--- src/rtl/asi_pkg.sv ---
// Shared AXI widths, burst/response encodings and the AXI master FSM state types.
package asi_pkg;

  localparam int AXI_IW     = 4;
  localparam int AXI_AW     = 32;
  localparam int AXI_LW     = 8;
  localparam int AXI_SW     = 3;
  localparam int AXI_BURSTW = 2;
  localparam int AXI_DW     = 64;
  localparam int AXI_WSTRBW = AXI_DW / 8;
  localparam int AXI_BRESPW = 2;
  localparam int AXI_RRESPW = 2;

  // Number of address bits below one full data beat.
  localparam int AXI_BYTE_LSB = $clog2(AXI_DW / 8);

  localparam logic [AXI_BURSTW-1:0] BURST_INCR  = 2'b01;
  localparam logic [AXI_BRESPW-1:0] RESP_OKAY   = 2'b00;
  localparam logic [AXI_BRESPW-1:0] RESP_SLVERR = 2'b10;

  typedef enum logic [1:0] {W_IDLE, W_ADDR, W_DATA, W_RESP} ami_wstate_e;
  typedef enum logic [1:0] {R_IDLE, R_ADDR, R_DATA} ami_rstate_e;

  function automatic logic [AXI_AW-1:0] beat_align(input logic [AXI_AW-1:0] addr);
    return {addr[AXI_AW-1:AXI_BYTE_LSB], {AXI_BYTE_LSB{1'b0}}};
  endfunction

endpackage

--- src/rtl/ami.sv ---
// Simple AXI burst master: one INCR write and one INCR read in flight, independent FSMs.
// Address phase precedes data; W/R data and handshakes pass straight through in the data states.
module ami
  import asi_pkg::*;
#(
  parameter logic [AXI_IW-1:0] MST_ID  = '0,
  parameter bit                SLV_CHK = 1'b1
) (
  input  logic                  ACLK,
  input  logic                  ARESET,
  output logic [AXI_IW-1:0]     AWID,
  output logic [AXI_AW-1:0]     AWADDR,
  output logic [AXI_LW-1:0]     AWLEN,
  output logic [AXI_SW-1:0]     AWSIZE,
  output logic [AXI_BURSTW-1:0] AWBURST,
  output logic                  AWVALID,
  input  logic                  AWREADY,
  output logic [AXI_DW-1:0]     WDATA,
  output logic [AXI_WSTRBW-1:0] WSTRB,
  output logic                  WLAST,
  output logic                  WVALID,
  input  logic                  WREADY,
  input  logic [AXI_IW-1:0]     BID,
  input  logic [AXI_BRESPW-1:0] BRESP,
  input  logic                  BVALID,
  output logic                  BREADY,
  output logic [AXI_IW-1:0]     ARID,
  output logic [AXI_AW-1:0]     ARADDR,
  output logic [AXI_LW-1:0]     ARLEN,
  output logic [AXI_SW-1:0]     ARSIZE,
  output logic [AXI_BURSTW-1:0] ARBURST,
  output logic                  ARVALID,
  input  logic                  ARREADY,
  input  logic [AXI_IW-1:0]     RID,
  input  logic [AXI_DW-1:0]     RDATA,
  input  logic [AXI_RRESPW-1:0] RRESP,
  input  logic                  RLAST,
  input  logic                  RVALID,
  output logic                  RREADY,
  input  logic                  u_wcmd_valid,
  output logic                  u_wcmd_ready,
  input  logic [AXI_AW-1:0]     u_wcmd_addr,
  input  logic [AXI_LW-1:0]     u_wcmd_len,
  input  logic                  u_wvalid,
  output logic                  u_wready,
  input  logic [AXI_DW-1:0]     u_wdata,
  input  logic [AXI_WSTRBW-1:0] u_wstrb,
  output logic                  u_wdone,
  output logic [AXI_BRESPW-1:0] u_wresp,
  input  logic                  u_rcmd_valid,
  output logic                  u_rcmd_ready,
  input  logic [AXI_AW-1:0]     u_rcmd_addr,
  input  logic [AXI_LW-1:0]     u_rcmd_len,
  output logic                  u_rvalid,
  input  logic                  u_rready,
  output logic [AXI_DW-1:0]     u_rdata,
  output logic [AXI_RRESPW-1:0] u_rresp,
  output logic                  u_rlast,
  output logic                  u_rerr
);

  ami_wstate_e       w_state, w_next;
  ami_rstate_e       r_state, r_next;
  logic [AXI_AW-1:0] w_addr, r_addr;
  logic [AXI_LW-1:0] w_len, r_len, w_cnt, r_cnt;
  logic              w_hs, r_hs, r_at_end;

  // IDs of returning responses are not used: only one transaction per direction is ever open.
  logic unused_ids;
  assign unused_ids = ^{BID, RID};

  assign AWID    = MST_ID;
  assign AWADDR  = w_addr;
  assign AWLEN   = w_len;
  assign AWSIZE  = AXI_SW'(AXI_BYTE_LSB);
  assign AWBURST = BURST_INCR;
  assign ARID    = MST_ID;
  assign ARADDR  = r_addr;
  assign ARLEN   = r_len;
  assign ARSIZE  = AXI_SW'(AXI_BYTE_LSB);
  assign ARBURST = BURST_INCR;
  assign WDATA   = u_wdata;
  assign WSTRB   = u_wstrb;
  assign u_rdata = RDATA;
  assign u_rresp = RRESP;
  assign u_rlast = RLAST;

  assign w_hs     = WVALID && WREADY;
  assign r_hs     = RVALID && RREADY;
  assign r_at_end = (r_cnt == r_len);

  always_comb begin
    w_next       = w_state;
    u_wcmd_ready = 1'b0;
    AWVALID      = 1'b0;
    WVALID       = 1'b0;
    WLAST        = 1'b0;
    u_wready     = 1'b0;
    BREADY       = 1'b0;
    case (w_state)
      W_IDLE: begin
        u_wcmd_ready = 1'b1;
        if (u_wcmd_valid) w_next = W_ADDR;
      end
      W_ADDR: begin
        AWVALID = 1'b1;
        if (AWREADY) w_next = W_DATA;
      end
      W_DATA: begin
        WVALID   = u_wvalid;
        u_wready = WREADY;
        WLAST    = (w_cnt == w_len);
        if (u_wvalid && WREADY && WLAST) w_next = W_RESP;
      end
      W_RESP: begin
        BREADY = 1'b1;
        if (BVALID) w_next = W_IDLE;
      end
      default: w_next = W_IDLE;
    endcase
  end

  always_comb begin
    r_next       = r_state;
    u_rcmd_ready = 1'b0;
    ARVALID      = 1'b0;
    RREADY       = 1'b0;
    u_rvalid     = 1'b0;
    case (r_state)
      R_IDLE: begin
        u_rcmd_ready = 1'b1;
        if (u_rcmd_valid) r_next = R_ADDR;
      end
      R_ADDR: begin
        ARVALID = 1'b1;
        if (ARREADY) r_next = R_DATA;
      end
      R_DATA: begin
        RREADY   = u_rready;
        u_rvalid = RVALID;
        if (RVALID && u_rready && RLAST) r_next = R_IDLE;
      end
      default: r_next = R_IDLE;
    endcase
  end

  always_ff @(posedge ACLK) begin
    if (ARESET) begin
      w_state <= W_IDLE;
      w_addr  <= '0;
      w_len   <= '0;
      w_cnt   <= '0;
      u_wdone <= 1'b0;
      u_wresp <= '0;
    end else begin
      w_state <= w_next;
      u_wdone <= (w_state == W_RESP) && BVALID;
      if ((w_state == W_RESP) && BVALID) u_wresp <= BRESP;
      if ((w_state == W_IDLE) && u_wcmd_valid) begin
        w_addr <= beat_align(u_wcmd_addr);
        w_len  <= u_wcmd_len;
      end
      if (w_hs) w_cnt <= WLAST ? '0 : w_cnt + AXI_LW'(1);
    end
  end

  always_ff @(posedge ACLK) begin
    if (ARESET) begin
      r_state <= R_IDLE;
      r_addr  <= '0;
      r_len   <= '0;
      r_cnt   <= '0;
      u_rerr  <= 1'b0;
    end else begin
      r_state <= r_next;
      if ((r_state == R_IDLE) && u_rcmd_valid) begin
        r_addr <= beat_align(u_rcmd_addr);
        r_len  <= u_rcmd_len;
      end
      if (r_hs) r_cnt <= RLAST ? '0 : r_cnt + AXI_LW'(1);
      // Early RLAST, or a final beat without RLAST, marks the slave as misbehaving until reset.
      if (SLV_CHK && r_hs && (RLAST != r_at_end)) u_rerr <= 1'b1;
    end
  end

endmodule

--- config.mk ---
export PLATFORM = sky130hd
export DESIGN_NAME = ami
export DESIGN_NICKNAME = d
export VERILOG_FILES = /design/src/rtl/asi_pkg.sv /design/src/rtl/ami.sv
export SDC_FILE = /design/constraint.sdc
export NUM_CORES = 1
export LEC_CHECK = 0
export CAP_MARGIN = 20
export CORE_AREA = 2 2 192 194
export DETAILED_ROUTE_END_ITERATION = 6
export DIE_AREA = 0 0 194 196
export PLACE_DENSITY_LB_ADDON = 0.2
export SETUP_SLACK_MARGIN = 0.3
export SLEW_MARGIN = 10
export SYNTH_ARGS = -nofsm -noshare
export SYNTH_HDL_FRONTEND = slang
export SYNTH_SLANG_ARGS = --single-unit
--- constraint.sdc ---
create_clock -name ACLK -period 3.3 [get_ports ACLK]
set_input_delay 0.33 -clock ACLK [delete_from_list [all_inputs] [get_ports ACLK]]
set_output_delay 0.33 -clock ACLK [all_outputs]
set_load 0.01 [all_outputs]
==> reports/results.ini, run 1 <==
[route]
drc = 0
wl_met1_um = 6180
wl_um = 15600
dr.pass1.iters = 5
wl_met2_um = 7660
top_layer = met4
viasPerCell = 3.50
postRouteAntennaNets = 0
routedWlPerCell_um = 13.7
vias = 3989
drt_iter0_drc = 143
wl_met3_um = 1190

[cells_and_area]
nets = 912
postLayoutCellArea_um2 = 6570
n_antenna_cell = 0
stdcell_count = 1139
drive_above_1_share = 0.0358
utilization = 0.182
syn_to_final_growth_pct = 28.8

[floorplan]
rows = 70
die_h_um = 196
ios = 491
start_util = 0.141
core_um2 = 36100
die_area_um2 = 38000
die-width_um = 194

[setup_path]
worstPathCellList = xnor2_1, nand4_1, nor2_2, and2_1, clkdlybuf4s50_1
slowest_stage = clkdlybuf4s50_1
r2r_end = w_state[1]
timing.rr.start = w_state[0]
r2r_slack_ns = 1.29
cpPeakStageDelay_ns = 0.53
critPathBufInv = 1
worstPathArrival_ns = 2.37
worstPathRequired_ns = 2.97
crit_start = w_cnt[2]
cpLargestDelayFamily = simple AND/OR/NAND/NOR gates
rr_worst_depth = 6
crit_path_start_kind = flip-flop
cp_max_fo = 7
endpoint_kind = output port
critPathKind = flip-flop to output port

[clock_network]
cts.sinks = 98
cts_buffers = 9
cts-root-buf = clkbuf_16
clockBufferDepth = 2
path_clk_slew_ns = 0.07
cts.htree.levels = 3
cts_tree = built
clk_latency_ns = 0.37

[status]
status = finished, final reports clean

[placement]
gp_congestion = 0.691
dp_hpwl_um = 10800
dp.cells = 1123
placed_area_um2 = 6230
io_buffers = 176

[synth]
synth_top_cell_by_area = dfxtp_1
synthTopCellsByArea = dfxtp_1 (38%), buf_4 (24%), nand2_1 (12%), a21oi_1 (7.9%), xnor2_1 (3.3%)
synth_edf_count = 0
synth-seq-cells = 98
synth_cell_type_count = 34
synth.yosys.seq_area_share = 0.385
netlist_area_um2 = 5100
avgSynthCellArea_um2 = 7.92
synth_warnings = 0
netlist_top_cells_count = buf_4 (163), nand2_1 (162), dfxtp_1 (98)
synthFlopType = dfxtp_1
synth.most_common_cell = buf_4
async_flop_share = 0
yosys.area.top_type_share = 0.385
syn_inst = 644

[global_route]
antenna_found_initial = 0
grt_pass1_wl_um = 23400
grt_max_degree = 50
overflow = 0
grt_pass1_vias = 3905
track_usage = 0.0811

[sta]
fin_crit_ns = 2.70
max_slew_margin = 0.387
setup_viol = 0
fin_crit_sh = 0.817
clock.fmax_mhz = 371
slew_viol_final = 0
rsz0062_at_grt = no
fin_setup_tns_ns = 0
hold_viol = 0
clock_skew_ns = 0.00791
tightest_slew_ns = 0.916

[run]
maxCapViolCount = 0

[power_and_ir_drop]
p_leak_nw = 2.27
power_density_nw_per_um2 = 549
peakVddDrop_mv = 0.242

[worst_hold_path]
hold_end = AWADDR[22]
hold_path_class = flip-flop to flip-flop
min_path_cells = 2
hp-start = AWADDR[22]

[worst max path at each step]
stage | end | slack, ns | depth (start not counted)
2_1_floorplan | w_state[1] | 1.38 | 6
3_3_place_gp | WLAST | 0.84 | 5
3_5_place_dp | WLAST | 0.83 | 5
4_1_cts | WLAST | 0.41 | 5
5_1_grt | WLAST | 0.40 | 5
6_report | WLAST | 0.60 | 5
[what timing repair did]
action                     CTS  global route
buffers inserted             0             0
hold buffers                 0             0
setup endpoints to repair    0             1
resized for setup            0             1
[placed cells by master, fill, tap and decap left out, types with 2 or more instances in the layout]
cell type | Yosys | final
clkdlybuf4s50_1 | 0 | 175
and3_1 | 4 | 4
conb_1 | 2 | 24
bufinv_16 | 0 | 3
a211oi_1 | 6 | 6
nand3_1 | 5 | 5
buf_4 | 163 | 4
nor2b_1 | 5 | 5
or3_1 | 2 | 2
nand2_1 | 162 | 161
ha_1 | 6 | 6
nand4_1 | 12 | 12
nor3_1 | 3 | 3
o311ai_1 | 2 | 2
xnor2_1 | 19 | 19
a21oi_1 | 81 | 81
xor2_1 | 9 | 9
or4_1 | 2 | 2
clkbuf_16 | 0 | 9
and2_1 | 7 | 6
nor2_1 | 13 | 12
dfxtp_1 | 98 | 98
o211ai_1 | 2 | 2
inv_1 | 3 | 3
o21ai_0 | 2 | 2
[cell families after synthesis]
group	count (synthesis)	synth area share
and+or+nand+nor	220	0.185
buffers and inverters	193	0.262
xor gates and xnor gates	28	0.0481
AOI/OAI and AO/OA	97	0.104
other	2	0.00147
DFF	98	0.385
adders and majority gates	6	0.0147
[report_power, final]
group          internal [mW]  leakage [nW]  total, mW  switching, mW
Sequential              1.30         0.801       1.37         0.0708
Combinational          0.456          1.31      0.967          0.512
Clock                  0.745         0.167       1.27          0.527
Total                   2.50          2.27       3.61           1.11
[routing by layer]
layer,track usage,up-vias
li1,-,1941
met1,0.0876,1846
met2,0.136,152
met3,0.0335,50
met4,0.0429,0
met5,0,-
[flip-flops by register name, indices dropped and copies added, names as in the netlist]
name and flops:
AWLEN 8, r_state 2, w_state 2, ARLEN 8, ARADDR 29, u_rerr 1, AWADDR 29, w_cnt 8
u_wresp 2, r_cnt 8, u_wdone 1
[metrics by stage]
stage                     power, mW  hold slack (ns)  setup WS [ns]
after floorplan                2.05            0.466           1.38
after global placement         2.39            0.441          0.840
after detailed placement       2.39            0.447          0.834
after CTS                      3.72            0.457          0.412
after global routing           3.85            0.468          0.401
final                          3.61            0.454          0.603
[layout make-up]
class	count	area [um2]
fill	4114	29500
tap	468	586
clock inverter	6	113
timing repair buffer	179	1780
sequential	98	1960
clock buffer	10	229
inverter	3	11.3
multi-input combinational	375	1890
[worst min-delay path, delay by kind of cell (launching register included)]
kind | cells | cell delay (ns)
simple gates | 1 | 0.05
compound gates | 1 | 0.05
flops | 1 | 0.31
Power figures use the tool's default switching activity.
==> inputs of run 2 (changes only) <==
--- a/config.mk
+++ b/config.mk
@@ -6,9 +6,9 @@
 export NUM_CORES = 1
 export LEC_CHECK = 0
 export CAP_MARGIN = 20
-export CORE_AREA = 2 2 192 194
+export CORE_AREA = 2 2 190 192
 export DETAILED_ROUTE_END_ITERATION = 6
-export DIE_AREA = 0 0 194 196
+export DIE_AREA = 0 0 192 194
 export PLACE_DENSITY_LB_ADDON = 0.2
 export SETUP_SLACK_MARGIN = 0.3
 export SLEW_MARGIN = 10
==> constraint.sdc (replaced) <==
create_clock -name ACLK -period 2.35 [get_ports ACLK]
set_input_delay 0.235 -clock ACLK [delete_from_list [all_inputs] [get_ports ACLK]]
set_output_delay 0.235 -clock ACLK [all_outputs]
set_load 0.01 [all_outputs]
==> run 2 against run 1 <==
  * First-iteration DRC count is 16% lower
  * Final area is 1.7% higher
  * Wire length is 1.6% higher
  * Clock skew hardly changed
  * Total power is 39% higher
  * Critical path type is now flip-flop to flip-flop
  * Critical endpoint is now w_state[1]
  * Largest power group unchanged
==> reports/results.ini, run 2 (same netlist as run 1, synthesis figures left out) <==
[setup_path]
rr_worst_depth = 6  ; unchanged
cp_max_fo = 3  ; was 7
endpoint_kind = flip-flop  ; was output port
crit_path_start_kind = flip-flop  ; unchanged
cpPeakStageDelay_ns = 0.49  ; was 0.53 ns
r2r_end = w_state[1]  ; unchanged
critPathKind = flip-flop to flip-flop  ; was flip-flop to output port
timing.rr.start = w_state[0]  ; unchanged
worstPathCellList = inv_1, ha_1, nor2b_1, or4_4, or4_1, o211ai_1  ; was xnor2_1, nand4_1, nor2_2, and2_1, clkdlybuf4s50_1
slowest_stage = or4_4  ; was clkdlybuf4s50_1
critPathBufInv = 1  ; unchanged
r2r_slack_ns = 0.40  ; was 1.29 ns
worstSetupPathDepth = 6  ; was 5
cpLargestDelayFamily = simple AND/OR/NAND/NOR gates  ; unchanged
worstPathArrival_ns = 2.24  ; was 2.37 ns
worstPathRequired_ns = 2.65  ; was 2.97 ns

[clock_network]
clockBufferDepth = 2  ; unchanged
cts.sinks = 98  ; unchanged
path_clk_slew_ns = 0.08  ; was 0.07 ns
cts.htree.levels = 3  ; unchanged
cts-root-buf = clkbuf_16  ; unchanged
clk_latency_ns = 0.37  ; about the same
hold_buffers = 0  ; unchanged
cts_buffers = 9  ; unchanged
cts_tree = built  ; unchanged

[global_route]
grt_max_degree = 39  ; was 50
grt_pass1_wl_um = 23500  ; was 23400 um
grt_pass1_vias = 3867  ; was 3905
overflow = 0  ; unchanged
antenna_found_initial = 0  ; unchanged
track_usage = 0.0844  ; was 0.0811

[sta]
hold_viol = 0  ; unchanged
clock_skew_ns = 0.00793  ; was 0.00791 ns
fin_ws_ns = 0.404  ; was 0.603 ns
rsz0062_at_grt = no  ; unchanged
slew_viol_final = 0  ; unchanged
clock.fmax_mhz = 514
max_slew_margin = 0.649  ; was 0.387
fin_crit_sh = 0.828
setup_viol = 0  ; unchanged
fin_setup_tns_ns = 0  ; unchanged
fin_crit_ns = 1.95
tightest_slew_ns = 0.527  ; was 0.916 ns
hold_ws_ns = 0.275  ; was 0.454 ns

[route]
vias = 3964  ; was 3989
drt_iter0_drc = 120  ; was 143
postRouteAntennaNets = 0  ; unchanged
dr.pass1.iters = 4  ; was 5
drc = 0  ; unchanged
wl_um = 15800  ; was 15600 um
viasPerCell = 3.45  ; was 3.50
routedWlPerCell_um = 13.8  ; was 13.7 um

[power_and_ir_drop]
swShare = 0.314  ; was 0.307
peakVddDrop_mv = 0.326  ; was 0.242 mV
finalPower_mw = 5.01  ; was 3.61 mW
comb_power_share = 0.297  ; was 0.268
p_seq_frac = 0.386  ; was 0.380
p_clk_frac = 0.317  ; was 0.352
p_int_mw = 3.44  ; was 2.50 mW
netSwitchingPower_mw = 1.57  ; was 1.11 mW
p_leak_nw = 2.35  ; was 2.27 nW
power_density_nw_per_um2 = 749  ; was 549 nW/um2

[cells_and_area]
multi_input_area_um2 = 1890  ; about the same
n_antenna_cell = 0  ; unchanged
layout.cells.most_common_list = clkdlybuf4s50_1 (174), nand2_1 (162), dfxtp_1 (92), a21oi_1 (81), conb_1 (24)  ; was clkdlybuf4s50_1 (175), nand2_1 (161), dfxtp_1 (98), a21oi_1 (81), conb_1 (24)
final_common_cell = clkdlybuf4s50_1  ; unchanged
area.sequential_um2 = 1970  ; was 1960 um2
drive_above_1_share = 0.0670  ; was 0.0358
nFillCells = 3991  ; was 4114
syn_to_final_growth_pct = 31.0  ; was 28.8%
nets = 928  ; was 912
postLayoutCellArea_um2 = 6690  ; was 6570 um2

[placement]
placed_area_um2 = 6370  ; was 6230 um2
gp_congestion = 0.661  ; was 0.691
io_buffers = 176  ; unchanged
dp_hpwl_um = 11500  ; was 10800 um
pre_cts_ws_ns = 0.297  ; was 0.834 ns

[worst_hold_path]
min_path_cells = 2  ; unchanged
hold_end = r_state[1]  ; was AWADDR[22]
hp-start = ARESET  ; was AWADDR[22]
hold_path_class = input port to flip-flop  ; was flip-flop to flip-flop

[floorplan]
die_area_um2 = 37200  ; was 38000 um2
ios = 491  ; unchanged
rows = 69  ; was 70
start_util = 0.145  ; was 0.141
core_um2 = 35200  ; was 36100 um2
die_h_um = 194  ; was 196 um
die-width_um = 192  ; was 194 um

[status]
status = finished, final reports clean  ; unchanged

[run]
maxCapViolCount = 0  ; unchanged

-- run 2: stage by stage --
stage	instances	util
6_report	1148	0.190
4_1_cts	1148	0.190
3_3_place_gp	1132	0.181
5_1_grt	1148	0.190
2_1_floorplan	666	-
3_5_place_dp	1132	0.181
-- run 2: layout make-up --
class / instances / area share
tap: 461 / 0.0863
sequential: 98 / 0.295
timing repair buffer: 195 / 0.290
clock buffer: 12 / 0.0369
multi-input combinational: 375 / 0.283
inverter: 3 / 0.00168
clock inverter: 4 / 0.00767
-- run 2: per-layer routing --
layer / track usage / routed length (um) / share of wire
met5: 0 / 0 / 0
met4: 0.0526 / 714 / 0.045
met3: 0.0317 / 1140 / 0.072
met2: 0.132 / 7220 / 0.46
met1: 0.0968 / 6740 / 0.43
-- run 2: worst max path at each step --
stage	from	endpoint	slack, ns
finish	w_state[0]	w_state[1]	0.40
global route	w_state[0]	u_wready	0.30
CTS	w_state[0]	u_wready	0.34
detailed placement	BVALID	w_state[1]	0.30
global placement	WREADY	w_state[1]	0.29
floorplan	w_state[0]	w_state[1]	0.43
-- run 2: power by group through the flow --
stage | sequential, mW | clock (mW) | combinational [mW]
global placement | 1.97 | 0 | 1.53
CTS | 1.94 | 1.70 | 1.53
floorplan | 2.03 | 0 | 0.857
detailed placement | 1.97 | 0 | 1.52
global route | 1.96 | 1.77 | 1.65
finish | 1.93 | 1.59 | 1.49
-- run 2: what timing repair did --
action,in CTS,in global routing
pin swaps,2,0
setup endpoints to repair,1,4
gates resized for setup,8,2
setup buffers,0,0
==> inputs of run 3 (changes only) <==
--- a/config.mk
+++ b/config.mk
@@ -6,9 +6,9 @@
 export NUM_CORES = 1
 export LEC_CHECK = 0
 export CAP_MARGIN = 20
-export CORE_AREA = 2 2 190 192
+export CORE_AREA = 2 2 192 194
 export DETAILED_ROUTE_END_ITERATION = 6
-export DIE_AREA = 0 0 192 194
+export DIE_AREA = 0 0 194 196
 export PLACE_DENSITY_LB_ADDON = 0.2
 export SETUP_SLACK_MARGIN = 0.3
 export SLEW_MARGIN = 10
==> constraint.sdc (replaced) <==
create_clock -name ACLK -period 2 [get_ports ACLK]
set_input_delay 0.2 -clock ACLK [delete_from_list [all_inputs] [get_ports ACLK]]
set_output_delay 0.2 -clock ACLK [all_outputs]
set_load 0.01 [all_outputs]
==> run 3 against run 2 <==
  * First-iteration DRC count shrank 18%
  * Non-clock buffer count grew 6
  * Core utilization shrank 0.058 points
  * Wire length grew 1.8%
  * Clock skew grew 0.0035 ns
  * Critical path type unchanged
  * Critical endpoint unchanged
==> reports/results.ini, run 3 (same netlist as run 1, synthesis figures left out) <==
[setup_path]
critPathKind = flip-flop to flip-flop  ; unchanged
crit_path_start_kind = flip-flop  ; unchanged
cp_max_fo = 3  ; unchanged
endpoint_kind = flip-flop  ; unchanged
worstPathRequired_ns = 2.29  ; was 2.65 ns
worstPathArrival_ns = 2.10  ; was 2.24 ns

[sta]
fin_setup_tns_ns = 0  ; unchanged
fin_crit_ns = 1.80  ; was 1.95 ns
clock_skew_ns = 0.0115  ; was 0.00793 ns
hold_viol = 0  ; unchanged
setup_viol = 0  ; unchanged
rsz0062_at_grt = yes  ; was no
clock.fmax_mhz = 555  ; was 514 MHz
fin_crit_sh = 0.901  ; was 0.828
slew_viol_final = 0  ; unchanged

[cells_and_area]
multi_input_area_um2 = 1970  ; was 1890 um2
nets = 934  ; was 928
syn_to_final_growth_pct = 33.8  ; was 31.0%
postLayoutCellArea_um2 = 6830  ; was 6690 um2
nFillCells = 4095  ; was 3991
area.sequential_um2 = 1980  ; was 1970 um2
layout.cells.most_common_list = clkdlybuf4s50_1 (166), nand2_1 (162), dfxtp_1 (87), a21oi_1 (81), conb_1 (24)  ; was clkdlybuf4s50_1 (174), nand2_1 (162), dfxtp_1 (92), a21oi_1 (81), conb_1 (24)
final_common_cell = clkdlybuf4s50_1  ; unchanged
drive_above_1_share = 0.101  ; was 0.0670
n_antenna_cell = 0  ; unchanged

[placement]
io_buffers = 176  ; unchanged
placed_area_um2 = 6440  ; was 6370 um2
gp_congestion = 0.682  ; was 0.661
dp_hpwl_um = 11400  ; was 11500 um

[clock_network]
path_clk_slew_ns = 0.08  ; about the same
cts_tree = built  ; unchanged
cts.htree.levels = 3  ; unchanged
clockBufferDepth = 2  ; unchanged
cts.sinks = 98  ; unchanged
cts_buffers = 9  ; unchanged
cts-root-buf = clkbuf_16  ; unchanged
clk_latency_ns = 0.37  ; about the same

[power_and_ir_drop]
power_density_nw_per_um2 = 867  ; was 749 nW/um2
peakVddDrop_mv = 0.668  ; was 0.326 mV
netSwitchingPower_mw = 1.93  ; was 1.57 mW
p_clk_frac = 0.297  ; was 0.317
p_int_mw = 3.99  ; was 3.44 mW
p_leak_nw = 2.41  ; was 2.35 nW
comb_power_share = 0.316  ; was 0.297
swShare = 0.325  ; was 0.314
p_seq_frac = 0.388  ; was 0.386

[floorplan]
rows = 70  ; was 69
die_h_um = 196  ; was 194 um
start_util = 0.141  ; was 0.145
die_area_um2 = 38000  ; was 37200 um2
ios = 491  ; unchanged
core_um2 = 36100  ; was 35200 um2
die-width_um = 194  ; was 192 um

[status]
status = finished, final reports clean  ; unchanged

[global_route]
overflow = 0  ; unchanged
antenna_found_initial = 0  ; unchanged
track_usage = 0.0835  ; was 0.0844
grt_max_degree = 38  ; was 39
grt_pass1_wl_um = 24000  ; was 23500 um
grt_pass1_vias = 4033  ; was 3867

[run]
maxCapViolCount = 0  ; unchanged

[route]
drt_iter0_drc = 99  ; was 120
vias = 4094  ; was 3964
drc = 0  ; unchanged
wl_um = 16100  ; was 15800 um
dr.pass1.iters = 4  ; unchanged
postRouteAntennaNets = 0  ; unchanged
viasPerCell = 3.53  ; was 3.45
routedWlPerCell_um = 13.9  ; was 13.8 um

[worst_hold_path]
hold_path_class = input port to flip-flop  ; unchanged

run 3: cell count changes in the layout (fill, tap and decap cells not counted), moves of 4 or more:
cell and delta:
clkdlybuf4s50_1 -8, dlygate4sd2_1 +5, buf_4 +4, nor2b_1 -4
dfxtp_1 -5
run 3: final cells by class:
class / count / area share
Inverter: 3 / 0.00238
Sequential cell: 98 / 0.290
Tap cell: 468 / 0.0857
Multi-Input combinational cell: 375 / 0.288
Timing Repair Buffer: 201 / 0.292
Clock inverter: 5 / 0.00568
Clock buffer: 11 / 0.0355
run 3: worst max-delay path: stages, from the launching register on:
cell      delay (ns)
dfxtp_4         0.38
inv_4           0.05
ha_4            0.15
nor2b_4         0.12
or4_4           0.50
or4_1           0.41
o211ai_1        0.10
run 3: final timing paths:
path,slack [ns],endpoint,start,cells after the start
max,0.20,w_state[1],w_state[0],6
min,0.06,r_state[1],ARESET,2
max reg2reg,0.20,w_state[1],w_state[0],6
min reg2reg,0.45,AWADDR[20],AWADDR[20],2
run 3: through the flow:
step                 util  std cells  total power, mW  hold slack (ns)  setup WS [ns]
detailed placement  0.179       1139             4.17            0.400         0.0924
CTS                 0.187       1156             6.05           0.0476         0.0844
global route        0.189       1161             6.32           0.0633          0.149
finish              0.189       1161             5.92           0.0641          0.198
global placement    0.179       1139             4.16            0.400          0.100
floorplan               -        666             3.44            0.336          0.257
run 3: routing by layer:
layer	wire length (um)	track usage	up-vias
met5	0	0	-
met4	605	0.0584	0
met3	1250	0.0313	64
met2	7500	0.130	160
met1	6750	0.0947	1881
li1	-	-	1989
run 3: power by group through the flow:
stage	combinational [mW]	sequential, mW	clock [mW]
floorplan	1.05	2.39	0
detailed placement	1.84	2.32	0
CTS	1.86	2.29	1.90
finish	1.87	2.29	1.76
global route	2.05	2.32	1.95
global placement	1.84	2.32	0
run 3: timing repair:
action                     in CTS  in global routing
gates resized for setup        24                 15
pin swaps                       2                  3
setup endpoints to repair      11                  7
setup buffers                   1                  5
hold buffers                    0                  0
